`config.mk`:
```
export PLATFORM = sky130hd
export DESIGN_NAME = hermes_pkt_sink_flat
export DESIGN_NICKNAME = d
export VERILOG_FILES = /design/src/rtl/hermes_pkt_sink_if.sv /design/src/rtl/hermes_pkt_sink.sv /design/src/flat_wrapper.sv
export SDC_FILE = /design/constraint.sdc
export NUM_CORES = 1
export LEC_CHECK = 0
export ABC_AREA = 1
export CAP_MARGIN = 20
export CELL_PAD_IN_SITES_DETAIL_PLACEMENT = 0
export CELL_PAD_IN_SITES_GLOBAL_PLACEMENT = 2
export CORE_MARGIN = 1.5
export CORE_UTILIZATION = 36
export CTS_CLUSTER_DIAMETER = 200
export CTS_CLUSTER_SIZE = 20
export DETAILED_ROUTE_END_ITERATION = 8
export GPL_TIMING_DRIVEN = 0
export PLACE_DENSITY = 0.87
export SYNTH_ARGS = -nofsm -noshare
export SYNTH_HDL_FRONTEND = slang
export SYNTH_SLANG_ARGS = --single-unit
```
`constraint.sdc`:
```
create_clock -name clk -period 16.4 [get_ports clk]
set_clock_uncertainty 0.1 [all_clocks]
set_input_delay 4.92 -clock clk [delete_from_list [all_inputs] [get_ports clk]]
set_output_delay 4.92 -clock clk [all_outputs]
set_load 0.03 [all_outputs]
```
`src/rtl/hermes_pkt_sink_if.sv`:
```
// Flit-receive and record-drain signals of the Hermes packet sink.
// The _i/_o suffixes are seen from the sink; master is the router/consumer side.
interface hermes_pkt_sink_if;
  logic        rx_i;
  logic [31:0] data_i;
  logic        credit_o;
  logic [31:0] now_i;
  logic        rec_valid_o;
  logic        rec_ready_i;
  logic [15:0] rec_src_o;
  logic [31:0] rec_size_o;
  logic [31:0] rec_pktnum_o;
  logic [31:0] rec_latency_o;
  logic        rec_err_o;
  logic [15:0] pkt_cnt_o;
  logic [15:0] err_cnt_o;

  modport master (
    output rx_i, data_i, now_i, rec_ready_i,
    input  credit_o, rec_valid_o, rec_src_o, rec_size_o, rec_pktnum_o,
    input  rec_latency_o, rec_err_o, pkt_cnt_o, err_cnt_o
  );

  modport slave (
    input  rx_i, data_i, now_i, rec_ready_i,
    output credit_o, rec_valid_o, rec_src_o, rec_size_o, rec_pktnum_o,
    output rec_latency_o, rec_err_o, pkt_cnt_o, err_cnt_o
  );
endinterface

```
`src/rtl/hermes_pkt_sink.sv`:
```
// Hermes local-port packet sink: parses test packets under credit flow control,
// checks address/payload, measures latency and queues one record per packet.
module hermes_pkt_sink #(
  parameter int X_ADDR    = 0,
  parameter int Y_ADDR    = 0,
  parameter int REC_DEPTH = 4
) (
  input logic              clk,
  input logic              rst_n,
  hermes_pkt_sink_if.slave bus
);

  localparam int              PW       = $clog2(REC_DEPTH);
  localparam logic [31:0]     X_W      = X_ADDR;
  localparam logic [31:0]     Y_W      = Y_ADDR;
  localparam logic [15:0]     MY_ADDR  = {X_W[7:0], Y_W[7:0]};
  localparam logic [PW:0]     FULL_CNT = (PW+1)'(REC_DEPTH);

  typedef enum logic [2:0] {
    S_HDR,
    S_SIZE,
    S_TS,
    S_NUM,
    S_PAY
  } state_t;

  typedef struct packed {
    logic [15:0] src;
    logic [31:0] size;
    logic [31:0] pktnum;
    logic [31:0] latency;
    logic        err;
  } rec_t;

  state_t        state_q, state_d;
  logic [15:0]   src_q, src_d;
  logic [31:0]   size_q, size_d;
  logic [31:0]   latency_q, latency_d;
  logic [31:0]   pktnum_q, pktnum_d;
  logic [31:0]   idx_q, idx_d;
  logic          dst_err_q, dst_err_d;
  logic          size_err_q, size_err_d;
  logic          pay_err_q, pay_err_d;

  logic [PW-1:0] wr_ptr_q, rd_ptr_q;
  logic [PW:0]   count_q;
  logic [15:0]   pkt_cnt_q, err_cnt_q;
  rec_t          mem_q [REC_DEPTH];

  logic          credit, accept, push, pop, rec_valid;
  logic          pay_err_now;
  logic [31:0]   lat_now;
  rec_t          rec_d, head;

  // Credit only looks at the pre-cycle count, so a same-cycle pop cannot
  // open a slot for the flit that completes a packet.
  assign credit      = (count_q != FULL_CNT);
  assign accept      = bus.rx_i && credit;
  assign rec_valid   = (count_q != '0);
  assign pop         = rec_valid && bus.rec_ready_i;
  assign lat_now     = bus.now_i - bus.data_i;
  assign pay_err_now = pay_err_q | (bus.data_i != (idx_q - 32'd1));

  always_comb begin
    state_d    = state_q;
    src_d      = src_q;
    size_d     = size_q;
    latency_d  = latency_q;
    pktnum_d   = pktnum_q;
    idx_d      = idx_q;
    dst_err_d  = dst_err_q;
    size_err_d = size_err_q;
    pay_err_d  = pay_err_q;
    push       = 1'b0;
    rec_d      = '0;
    if (accept) begin
      case (state_q)
        S_HDR: begin
          src_d     = bus.data_i[31:16];
          dst_err_d = (bus.data_i[15:0] != MY_ADDR);
          pay_err_d = 1'b0;
          state_d   = S_SIZE;
        end
        S_SIZE: begin
          size_d     = bus.data_i;
          size_err_d = (bus.data_i < 32'd2);
          if (bus.data_i == 32'd0) begin
            push    = 1'b1;
            rec_d   = '{src: src_q, size: bus.data_i, pktnum: 32'd0,
                        latency: 32'd0, err: 1'b1};
            state_d = S_HDR;
          end else begin
            state_d = S_TS;
          end
        end
        S_TS: begin
          latency_d = lat_now;
          if (size_q == 32'd1) begin
            push    = 1'b1;
            rec_d   = '{src: src_q, size: size_q, pktnum: 32'd0, latency: lat_now,
                        err: dst_err_q | size_err_q | pay_err_q};
            state_d = S_HDR;
          end else begin
            state_d = S_NUM;
          end
        end
        S_NUM: begin
          pktnum_d = bus.data_i;
          idx_d    = 32'd4;
          if (size_q == 32'd2) begin
            push    = 1'b1;
            rec_d   = '{src: src_q, size: size_q, pktnum: bus.data_i,
                        latency: latency_q, err: dst_err_q | size_err_q | pay_err_q};
            state_d = S_HDR;
          end else begin
            state_d = S_PAY;
          end
        end
        S_PAY: begin
          pay_err_d = pay_err_now;
          idx_d     = idx_q + 32'd1;
          if (idx_q == size_q + 32'd1) begin
            push    = 1'b1;
            rec_d   = '{src: src_q, size: size_q, pktnum: pktnum_q,
                        latency: latency_q, err: dst_err_q | size_err_q | pay_err_now};
            state_d = S_HDR;
          end
        end
        default: state_d = S_HDR;
      endcase
    end
  end

  always_ff @(posedge clk) begin
    if (!rst_n) begin
      state_q    <= S_HDR;
      src_q      <= '0;
      size_q     <= '0;
      latency_q  <= '0;
      pktnum_q   <= '0;
      idx_q      <= '0;
      dst_err_q  <= 1'b0;
      size_err_q <= 1'b0;
      pay_err_q  <= 1'b0;
      wr_ptr_q   <= '0;
      rd_ptr_q   <= '0;
      count_q    <= '0;
      pkt_cnt_q  <= '0;
      err_cnt_q  <= '0;
    end else begin
      state_q    <= state_d;
      src_q      <= src_d;
      size_q     <= size_d;
      latency_q  <= latency_d;
      pktnum_q   <= pktnum_d;
      idx_q      <= idx_d;
      dst_err_q  <= dst_err_d;
      size_err_q <= size_err_d;
      pay_err_q  <= pay_err_d;
      if (push) wr_ptr_q <= wr_ptr_q + PW'(1);
      if (pop)  rd_ptr_q <= rd_ptr_q + PW'(1);
      case ({push, pop})
        2'b10:   count_q <= count_q + (PW+1)'(1);
        2'b01:   count_q <= count_q - (PW+1)'(1);
        default: count_q <= count_q;
      endcase
      if (push && (pkt_cnt_q != 16'hFFFF)) pkt_cnt_q <= pkt_cnt_q + 16'd1;
      if (push && rec_d.err && (err_cnt_q != 16'hFFFF)) err_cnt_q <= err_cnt_q + 16'd1;
    end
  end

  always_ff @(posedge clk) begin
    if (!rst_n) begin
      for (int i = 0; i < REC_DEPTH; i++) mem_q[i] <= '0;
    end else if (push) begin
      mem_q[wr_ptr_q] <= rec_d;
    end
  end

  // Data outputs read as zero whenever the queue is empty.
  assign head              = mem_q[rd_ptr_q];
  assign bus.credit_o      = credit;
  assign bus.rec_valid_o   = rec_valid;
  assign bus.rec_src_o     = rec_valid ? head.src     : '0;
  assign bus.rec_size_o    = rec_valid ? head.size    : '0;
  assign bus.rec_pktnum_o  = rec_valid ? head.pktnum  : '0;
  assign bus.rec_latency_o = rec_valid ? head.latency : '0;
  assign bus.rec_err_o     = rec_valid ? head.err     : 1'b0;
  assign bus.pkt_cnt_o     = pkt_cnt_q;
  assign bus.err_cnt_o     = err_cnt_q;

endmodule

```
`src/flat_wrapper.sv`:
```
// flat-port wrapper written by rule: the top's interface ports become plain ports
module hermes_pkt_sink_flat 
#(
  parameter int X_ADDR    = 0,
  parameter int Y_ADDR    = 0,
  parameter int REC_DEPTH = 4
)
  (clk, rst_n, bus_rx_i, bus_data_i, bus_now_i, bus_rec_ready_i, bus_credit_o, bus_rec_valid_o, bus_rec_src_o, bus_rec_size_o, bus_rec_pktnum_o, bus_rec_latency_o, bus_rec_err_o, bus_pkt_cnt_o, bus_err_cnt_o);
  hermes_pkt_sink_if bus_i ();
  input logic clk;
  input logic rst_n;
  input wire logic [$bits(bus_i.rx_i)-1:0] bus_rx_i;
  input wire logic [$bits(bus_i.data_i)-1:0] bus_data_i;
  input wire logic [$bits(bus_i.now_i)-1:0] bus_now_i;
  input wire logic [$bits(bus_i.rec_ready_i)-1:0] bus_rec_ready_i;
  output wire logic [$bits(bus_i.credit_o)-1:0] bus_credit_o;
  output wire logic [$bits(bus_i.rec_valid_o)-1:0] bus_rec_valid_o;
  output wire logic [$bits(bus_i.rec_src_o)-1:0] bus_rec_src_o;
  output wire logic [$bits(bus_i.rec_size_o)-1:0] bus_rec_size_o;
  output wire logic [$bits(bus_i.rec_pktnum_o)-1:0] bus_rec_pktnum_o;
  output wire logic [$bits(bus_i.rec_latency_o)-1:0] bus_rec_latency_o;
  output wire logic [$bits(bus_i.rec_err_o)-1:0] bus_rec_err_o;
  output wire logic [$bits(bus_i.pkt_cnt_o)-1:0] bus_pkt_cnt_o;
  output wire logic [$bits(bus_i.err_cnt_o)-1:0] bus_err_cnt_o;
  assign bus_i.rx_i = bus_rx_i;
  assign bus_i.data_i = bus_data_i;
  assign bus_i.now_i = bus_now_i;
  assign bus_i.rec_ready_i = bus_rec_ready_i;
  assign bus_credit_o = bus_i.credit_o;
  assign bus_rec_valid_o = bus_i.rec_valid_o;
  assign bus_rec_src_o = bus_i.rec_src_o;
  assign bus_rec_size_o = bus_i.rec_size_o;
  assign bus_rec_pktnum_o = bus_i.rec_pktnum_o;
  assign bus_rec_latency_o = bus_i.rec_latency_o;
  assign bus_rec_err_o = bus_i.rec_err_o;
  assign bus_pkt_cnt_o = bus_i.pkt_cnt_o;
  assign bus_err_cnt_o = bus_i.err_cnt_o;
  hermes_pkt_sink #(.X_ADDR(X_ADDR), .Y_ADDR(Y_ADDR), .REC_DEPTH(REC_DEPTH)) u_core (.clk(clk), .rst_n(rst_n), .bus(bus_i));
endmodule
```
# Word-level counts from Yosys, hierarchy flattened
# Memories as Yosys holds them, arrays and structs flattened. A register that Yosys moved wholly into a read port is not among the register bits.
# Cells that the tools add are included.
# totals
ff_bits	189
mem_bits_rw	452
input_bits	68
wordCells	98
n_memories	1
# mem_list
memory	words	word_bits	rd	rd_clocked_by_memory_dff	wr	line_no	text
u_core.mem_q	4	113	1	1	4	hermes_pkt_sink.sv:48	rec_t mem_q [REC_DEPTH];
# classes
add_sub_neg	10
n_lt_le_gt_ge	1
eq_ne	14
n_mux	34
n_bitwise	4
reduce_logical	20
# ops
op	count
$mux 113	6
$pmux 113 s4	1
$reduce_or 113->1	1
$mux 32	3
$add 32x1->32 const B	2
$pmux 32 s2	1
$add 16x1->16 const B	2
$eq 32x1->1 const B	1
$eq 32x2->1 const B	1
$eq 32x32->1	1
$logic_not 32->1	1
$lt 32x2->1 const B	1
$ne 16x16->1 const B	2
$ne 32x32->1	1
$sub 32x1->32 const B	1
$sub 32x32->32	1
$mux 16	1
$reduce_bool 16->1	1
$pmux 3 s5	1
$reduce_and 2->1	7
$mux 1	11
$mux 2	5
$eq 3x2->1 const B	2
$mux 3	2
other kinds (17)	27

# Depth between registers and ports, before layout
# Gate-level depths: netlist of run 1.
# depth
depth_word	10
ltp_mapped	24
mapped_depth_nobuf	24

# Worst setup path before layout of run 1
# Ideal clock, no wire load.
# synth_path
kind	input port to flip-flop
startpoint	input port bus_data_i[10]
endpoint	memory u_core.mem_q[3][0] (netlist name), enable pin
setup_ns	0.752
t_arrival_ns	14.196
required_ns	15.548
slack_ns	1.352
stages	11
path_buffers	0
cell_sequence	inv_1 -> nand3_1 -> nor3_1 -> nand3_1 -> nor2_1 -> inv_1 -> nor2_1 -> nor3_1 -> nand2_2 -> nand2_2 -> o31ai_1
# synth_lines
element	line_no	text
start: declaration	flat_wrapper.sv:13	input wire logic [$bits(bus_i.data_i)-1:0] bus_data_i;
end: declaration	hermes_pkt_sink.sv:48	

==> metrics.md, run 1 <==
| Metric | Value |
|---|---|
| Outcome | complete, no violations |
| Worst endpoint data arrival time | 9.82 ns |
| Antenna cell count | 0 |
| Share of cells above drive strength 1 | 3.03% |
| Worst Hold Launch | u_core.rd_ptr_q[1] |
| Top FF cell, synth | edfxtp_1 |
| WL/cell | 22.2 µm |
| Yosys reg bits | 643 |
| Synth Instances | 4123 |
| EDFF count, synth | 452 |
| Max Cap Viol | 0 |
| CTS Buffer Depth | 3 |
| Clk Tree Root Cell | clkbuf_16 |
| Synth warn | 0 |
| Max FO, Critical Path | 54 |
| CP max stage delay | 0.57 ns |
| Slew Limit Fails | 0 |
| TritonCTS clock tree | done |
| Total GRT Usage | 25.6% |
| Fill cells | 9358 |
| Worst setup path class | in -> reg |
| Synth Area per Inst | 8.08 µm² |
| Setup TNS | 0 ns |
| Chip height | 307 µm |
| Worst R2R Path Depth | 22 |
| Worst hold path depth | 2 |
| Setup ws final | 6.74 ns |
| Worst-path clk slew | 0.09 ns |
| Seq/Total Area, Yosys | 52.2% |
| Ports | 215 |
| Fmax achieved | 0.103 GHz |
| Core Box Area | 91700 µm² |
| Post-place setup slack | 6.25 ns |
| Vias post-DR | 29500 |
| Post-synth cell types | 48 |
| Crit Reg-Reg Endpoint | u_core.mem_q[1][23] |
| Final ANT Viol Nets | 0 |
| DPL Wire Length | 92.5 mm |
| Total power | 3.53 mW |
| Final worst path period need | 9.66 ns |
| Worst-margin pin slew | 1.23 ns |
| Die ar. | 94400 µm² |
| Max stage delay cell, worst path | inv_1 |
| Register area | 17400 µm² |
| Final worst-path cycle share | 58.9% |
| R2r setup slk | 10.73 ns |
| RePlAce Congestion | 0.891 |
| FP Rows | 111 |
| Initial DRC Count | 2872 |
| Die X-Extent | 307 µm |
| DRT Pass-1 Iters | 6 |
| Pwr/cell area | 91.9 nW/µm² |
| Nets | 4501 |
| Total grt overflow | 0 |
| Worst vdd ir | 62.0 µV |
| Reg2reg start | u_core.size_q[0] |
| Final wirelength | 124 mm |
| RSZ-0062 raised after global routing | no |
| Critical-path cell list | clkdlybuf4s50_1, inv_1, nand4_1, nor3_1, nand2_1, nor2_1, inv_1, nor2_1, nor3_1, nand2_2, nand2_2, nor2_4, buf_4, nand3_1, nand2_4, buf_16, buf_16 |
| Initial Util | 36.4% |
| Critical Path Start Type | input port |
| DRC | 0 |
| Worst skew pair latency | 0.58 ns |
| Largest net degree at the start of global routing | 55 |
| I/O Buffers | 214 |
| H-tree depth reported by CTS | 2 |
| CP Capture Type | flip-flop |
| Vias in the first global route | 27200 |
| Synthesized Nets | 4232 |
| Setup violators final | 0 |
| Routed vias/inst | 5.26 |
| Area Overhead vs Synth | 15.3% |
| Leakage dissipation | 14.0 nW |
| Worst path required time | 16.55 ns |
| Fin. Hold Viols | 0 |
| Synth Cell Area | 33300 µm² |
| CTS sink cnt | 643 |
| Initial antenna violation count | 1 |
| First-pass GRT wire length | 179 mm |
| Setup Fix Bufs, Post-CTS | 0 |
| Fin Hold WS | 0.374 ns |
| CTS buffer count | 38 |
| Hold crit path type | reg -> reg |
| Rel. slew slack | 17.4% |
| Ys async rst share | 0% |
| Area occupied by multi-input gates | 13500 µm² |
| CTS resizes | 0 |
| Hold buffers post-CTS | 0 |
synth_stat cells (3+ instances only):
cell type | count | area, µm²
nor2_1 | 1009 | 3790
nand2_1 | 490 | 1840
edfxtp_1 | 452 | 13600
o21ai_0 | 423 | 2120
inv_1 | 400 | 1500
a21oi_1 | 302 | 1510
dfxtp_1 | 191 | 3820
nor3_1 | 177 | 886
clkbuf_1 | 168 | 631
nand3_1 | 110 | 551
xor2_1 | 64 | 561
nand4_1 | 51 | 319
ha_1 | 39 | 488
buf_2 | 38 | 190
buf_1 | 25 | 93.8
o22ai_1 | 22 | 138
xnor2_1 | 22 | 193
nor4_1 | 21 | 131
o211ai_1 | 13 | 97.6
a21o_1 | 9 | 67.6
nor2_2 | 8 | 50.1
o21a_1 | 8 | 60.1
a22oi_1 | 7 | 52.6
clkinv_1 | 7 | 26.3
o21bai_1 | 6 | 45.0
xnor3_1 | 6 | 135
a31oi_1 | 4 | 25.0
and3_1 | 4 | 25.0
inv_2 | 4 | 15.0
nand2_2 | 4 | 25.0
nand3_2 | 4 | 40.0
nand3b_1 | 4 | 30.0
nor2_4 | 4 | 45.0
a221oi_1 | 3 | 26.3
buf_6 | 3 | 33.8
nor3b_1 | 3 | 22.5
or2_2 | 3 | 18.8
how the worst max path moves through the flow:
stage                        start                  end  slack [ns]  cells past startpoint
global placement    bus_data_i[23]  u_core.mem_q[3][90]       -6.69                     12
global route        bus_data_i[22]  u_core.mem_q[1][21]        6.58                     17
floorplan           bus_data_i[10]   u_core.mem_q[3][0]        1.35                     11
CTS                 bus_data_i[23]  u_core.mem_q[1][23]        6.86                     17
detailed placement  bus_data_i[23]   u_core.mem_q[1][6]        6.25                     17
finish              bus_data_i[21]  u_core.mem_q[1][23]        6.74                     17
where the power goes:
part / internal (mW) / leakage, nW / switching, mW
logic: 0.212 / 7.21 / 0.481
registers: 1.79 / 6.21 / 0.0395
clock network: 0.455 / 0.527 / 0.559
sequential cells by signal, summed over array words and instances (netlist names), named ones only:
name	cells
u_core.wr_ptr_q	2
u_core.dst_err_q	1
u_core.rd_ptr_q	2
u_core.mem_q	452
u_core.bus.err_cnt_o	16
u_core.size_q	32
u_core.bus.pkt_cnt_o	16
u_core.pay_err_q	1
u_core.size_err_q	1
u_core.count_q	3
u_core.src_q	16
u_core.pktnum_q	32
u_core.latency_q	32
u_core.idx_q	32
u_core.state_q	3
through the flow:
step	cells	cell area [µm²]	utilization, %
final	5606	38400	41.9
after detailed placement	5538	37300	40.7
after global placement	5523	37000	40.3
after global routing	5606	38400	41.9
after CTS	5606	38400	41.9
after floorplan	4123	33300	-
critical path: cells and delay by family:
kind          cells  cell delay [ns]
buf+inv           6             1.99
simple gates     11             2.83
cells in the final DEF (no fill, tap or decap), types with 25 or more instances in the layout:
| cell type | n |
|---|---|
| nor2_1 | 1009 |
| nand2_1 | 487 |
| edfxtp_1 | 452 |
| o21ai_0 | 423 |
| inv_1 | 400 |
| a21oi_1 | 302 |
| clkdlybuf4s50_1 | 214 |
| clkbuf_1 | 195 |
| dfxtp_1 | 191 |
| nor3_1 | 176 |
| nand3_1 | 110 |
| xor2_1 | 64 |
| nand4_1 | 51 |
| ha_1 | 39 |
| clkbuf_16 | 39 |
| buf_2 | 38 |
| buf_1 | 25 |
kinds of logic after synthesis:
kind of cell,after synthesis,share of synthesized area (%)
XOR/XNOR,92,2.67
buffers and inverters,647,7.52
AO/OA/AOI/OAI,807,12.7
adder cells (fa/ha/maj),41,1.58
flip-flops,643,52.2
AND/OR/NAND/NOR,1893,23.3
per-layer routing:
metal / up-vias / share of wire (%) / global-route usage, %
met2: 1044 / 47 / 42.4
li1: 14200 / - / -
met5: - / 0 / 0
met3: 163 / 6.6 / 2.82
met1: 14000 / 44 / 35.3
met4: 0 / 3.0 / 7.77
layout make-up:
cell class	count	area share [%]
Sequential cell	643	45.3
Multi-Input combinational cell	2833	35.0
Timing Repair Buffer	229	6.42
Inverter	411	4.01
Tap cell	1186	3.86
Clock buffer	66	2.80
Buffer	236	2.51
Clock inverter	2	0.0749
Power figures use the tool's default switching activity.
==> run 2, diff against run 1 <==
Clock period 16.4 ns to 8.9 ns, I/O delays scaled along.
==> metrics.md, run 2 (synthesis gave the netlist of run 1 again) <==
| Metric | Value |
|---|---|
| GRT met2 Usage | 42.7% (was 42.4%) |
| Initial Util | 36.4% (unchanged) |
| Final ANT Viol Nets | 0 (unchanged) |
| H-tree depth reported by CTS | 2 (unchanged) |
| Global route hottest layer | met2 (unchanged) |
| Setup Fix Bufs, Post-CTS | 0 (unchanged) |
| Largest net degree at the start of global routing | 60 (was 55) |
| Core Box Area | 91700 µm² (unchanged) |
| Leakage dissipation | 13.9 nW (was 14.0 nW) |
| Clk Tree Root Cell | clkbuf_16 (unchanged) |
| WL/cell | 22.2 µm (about the same) |
| GR Util met1 | 35.8% (was 35.3%) |
| Ports | 215 (unchanged) |
| DPL Wire Length | 92.5 mm (about the same) |
| CP Capture Type | flip-flop (unchanged) |
| CTS Buffer Depth | 3 (unchanged) |
| Placed instance area | 37300 µm² (about the same) |
| Max FO, Critical Path | 47 (was 54) |
| Setup TNS | 0 ns (unchanged) |
| Vias post-DR | 29600 (was 29500) |
| Initial antenna violation count | 1 (unchanged) |
| Chip height | 307 µm (unchanged) |
| Worst endpoint data arrival time | 7.48 ns (was 9.82 ns) |
| Rel. slew slack | 21.5% (was 17.4%) |
| Commonest non-fill, non-tap cell in the layout | nor2_1 (unchanged) |
| CTS buffer count | 38 (unchanged) |
| Hold buffers post-CTS | 0 (unchanged) |
| First-pass GRT wire length | 181 mm (was 179 mm) |
| Slew Limit Fails | 0 (unchanged) |
| Vias in the first global route | 27400 (was 27200) |
| Area Overhead vs Synth | 15.2% (was 15.3%) |
| Die ar. | 94400 µm² (unchanged) |
| Pwr/cell area | 170 nW/µm² (was 91.9 nW/µm²) |
| Worst skew pair latency | 0.60 ns (was 0.58 ns) |
| I/O Buffers | 214 (unchanged) |
| Post-route design area | 38400 µm² (about the same) |
| Worst-path clk slew | 0.09 ns (about the same) |
| Initial DRC Count | 2790 (was 2872) |
| Hold crit path type | reg -> reg (unchanged) |
| Most flops, register | u_core.mem_q (unchanged) |
| RSZ-0062 raised after global routing | no (unchanged) |
| Worst path required time | 9.06 ns (was 16.55 ns) |
| CTS resizes | 0 (unchanged) |
| Total grt overflow | 0 (unchanged) |
| Max FFs per register | 452 (unchanged) |
| RePlAce Congestion | 0.882 (was 0.891) |
| Final worst path period need | 7.32 ns |
| DRC | 0 (unchanged) |
| TritonCTS clock tree | done (unchanged) |
| Fill cells | 9256 (was 9358) |
| Worst setup path class | in -> reg (unchanged) |
| FP Rows | 111 (unchanged) |
| Nets | 4500 (was 4501) |
| Die X-Extent | 307 µm (unchanged) |
| Worst vdd ir | 119 µV (was 62.0 µV) |
| Fin Hold WS | 0.387 ns (was 0.374 ns) |
| Routed vias/inst | 5.27 (was 5.26) |
| Total power | 6.51 mW (was 3.53 mW) |
| Share of cells above drive strength 1 | 2.99% (was 3.03%) |
| Total GRT Usage | 25.8% (was 25.6%) |
| Max Cap Viol | 0 (unchanged) |
| Fmax achieved | 0.137 GHz |
| Fin. Hold Viols | 0 (unchanged) |
| Post-place setup slack | 1.04 ns (was 6.25 ns) |
| Most frequent cells in the layout | nor2_1 (1009), nand2_1 (487), edfxtp_1 (452), o21ai_0 (423), inv_1 (400) (unchanged) |
| Final wirelength | 124 mm (about the same) |
| Worst-margin pin slew | 1.17 ns (was 1.23 ns) |
| Setup violators final | 0 (unchanged) |
| DRT Pass-1 Iters | 6 (unchanged) |
| Critical Path Start Type | input port (unchanged) |
| CTS sink cnt | 643 (unchanged) |
| Final worst-path cycle share | 82.2% |
| GR Layer Usage met3 | 3.03% (was 2.82%) |
| Outcome | complete, no violations (unchanged) |
| Setup ws final | 1.58 ns (was 6.74 ns) |
==> run 2: cell types whose count changed in the layout (fill, tap and decap cells not counted), sizes merged <==
cell / before / now
clkbuf: 234 / 233
clkinv: 7 / 8
diode: 0 / 2
buf: 83 / 82
inv: 406 / 405
==> run 2: area by class of cell <==
type / count / area [µm²] / area share (%)
clock buffer: 65 / 1050 / 2.74
timing repair buffer: 228 / 2450 / 6.39
antenna: 2 / 5.00 / 0.0130
sequential: 643 / 17400 / 45.3
buffer: 236 / 963 / 2.51
tap: 1186 / 1480 / 3.86
clock inverter: 2 / 36.3 / 0.0945
multi-input combinational: 2833 / 13500 / 35.1
inverter: 411 / 1540 / 4.02
==> run 2: worst paths after layout <==
| kind | start | end | slack [ns] | cells after the start |
|---|---|---|---|---|
| setup / recovery | bus_data_i[18] | u_core.mem_q[1][6] | 1.58 | 17 |
| hold / removal | u_core.rd_ptr_q[1] | flip-flop | 0.39 | 2 |
| setup reg to reg | u_core.size_q[1] | u_core.mem_q[1][6] | 3.02 | 22 |
| hold reg to reg | u_core.rd_ptr_q[1] | flip-flop | 0.39 | 2 |
==> run 2: critical path, cell delays in order <==
cell and delay, ns:
clkdlybuf4s50_1 0.50, inv_1 0.49, nand3_1 0.14, nor3_1 0.33, nand2_1 0.13, nor2_1 0.14
inv_1 0.08, nor2_1 0.13, nor3_1 0.14, nand2_2 0.13, nand2_2 0.22, nor2_4 0.23
buf_4 0.25, nand3_1 0.58, nand2_4 0.61, buf_16 0.32, buf_16 0.31
==> run 2: through the flow <==
stage | utilization (%) | cells
floorplan | - | 4123
global placement | 40.3 | 5523
detailed placement | 40.7 | 5537
CTS | 41.9 | 5604
global route | 41.9 | 5605
finish | 41.9 | 5606
==> run 2: power by group <==
part	internal [mW]	switching, mW
combinational	0.389	0.889
clock	0.821	1.05
sequential	3.29	0.0716
==> run 2: per-layer routing <==
metal  part of all wire [%]  vias to the layer above
met2                     47                     1071
li1                       -                    14200
met1                     43                    14100
met3                    7.1                      154
met5                      0                        -
met4                    2.7                        0
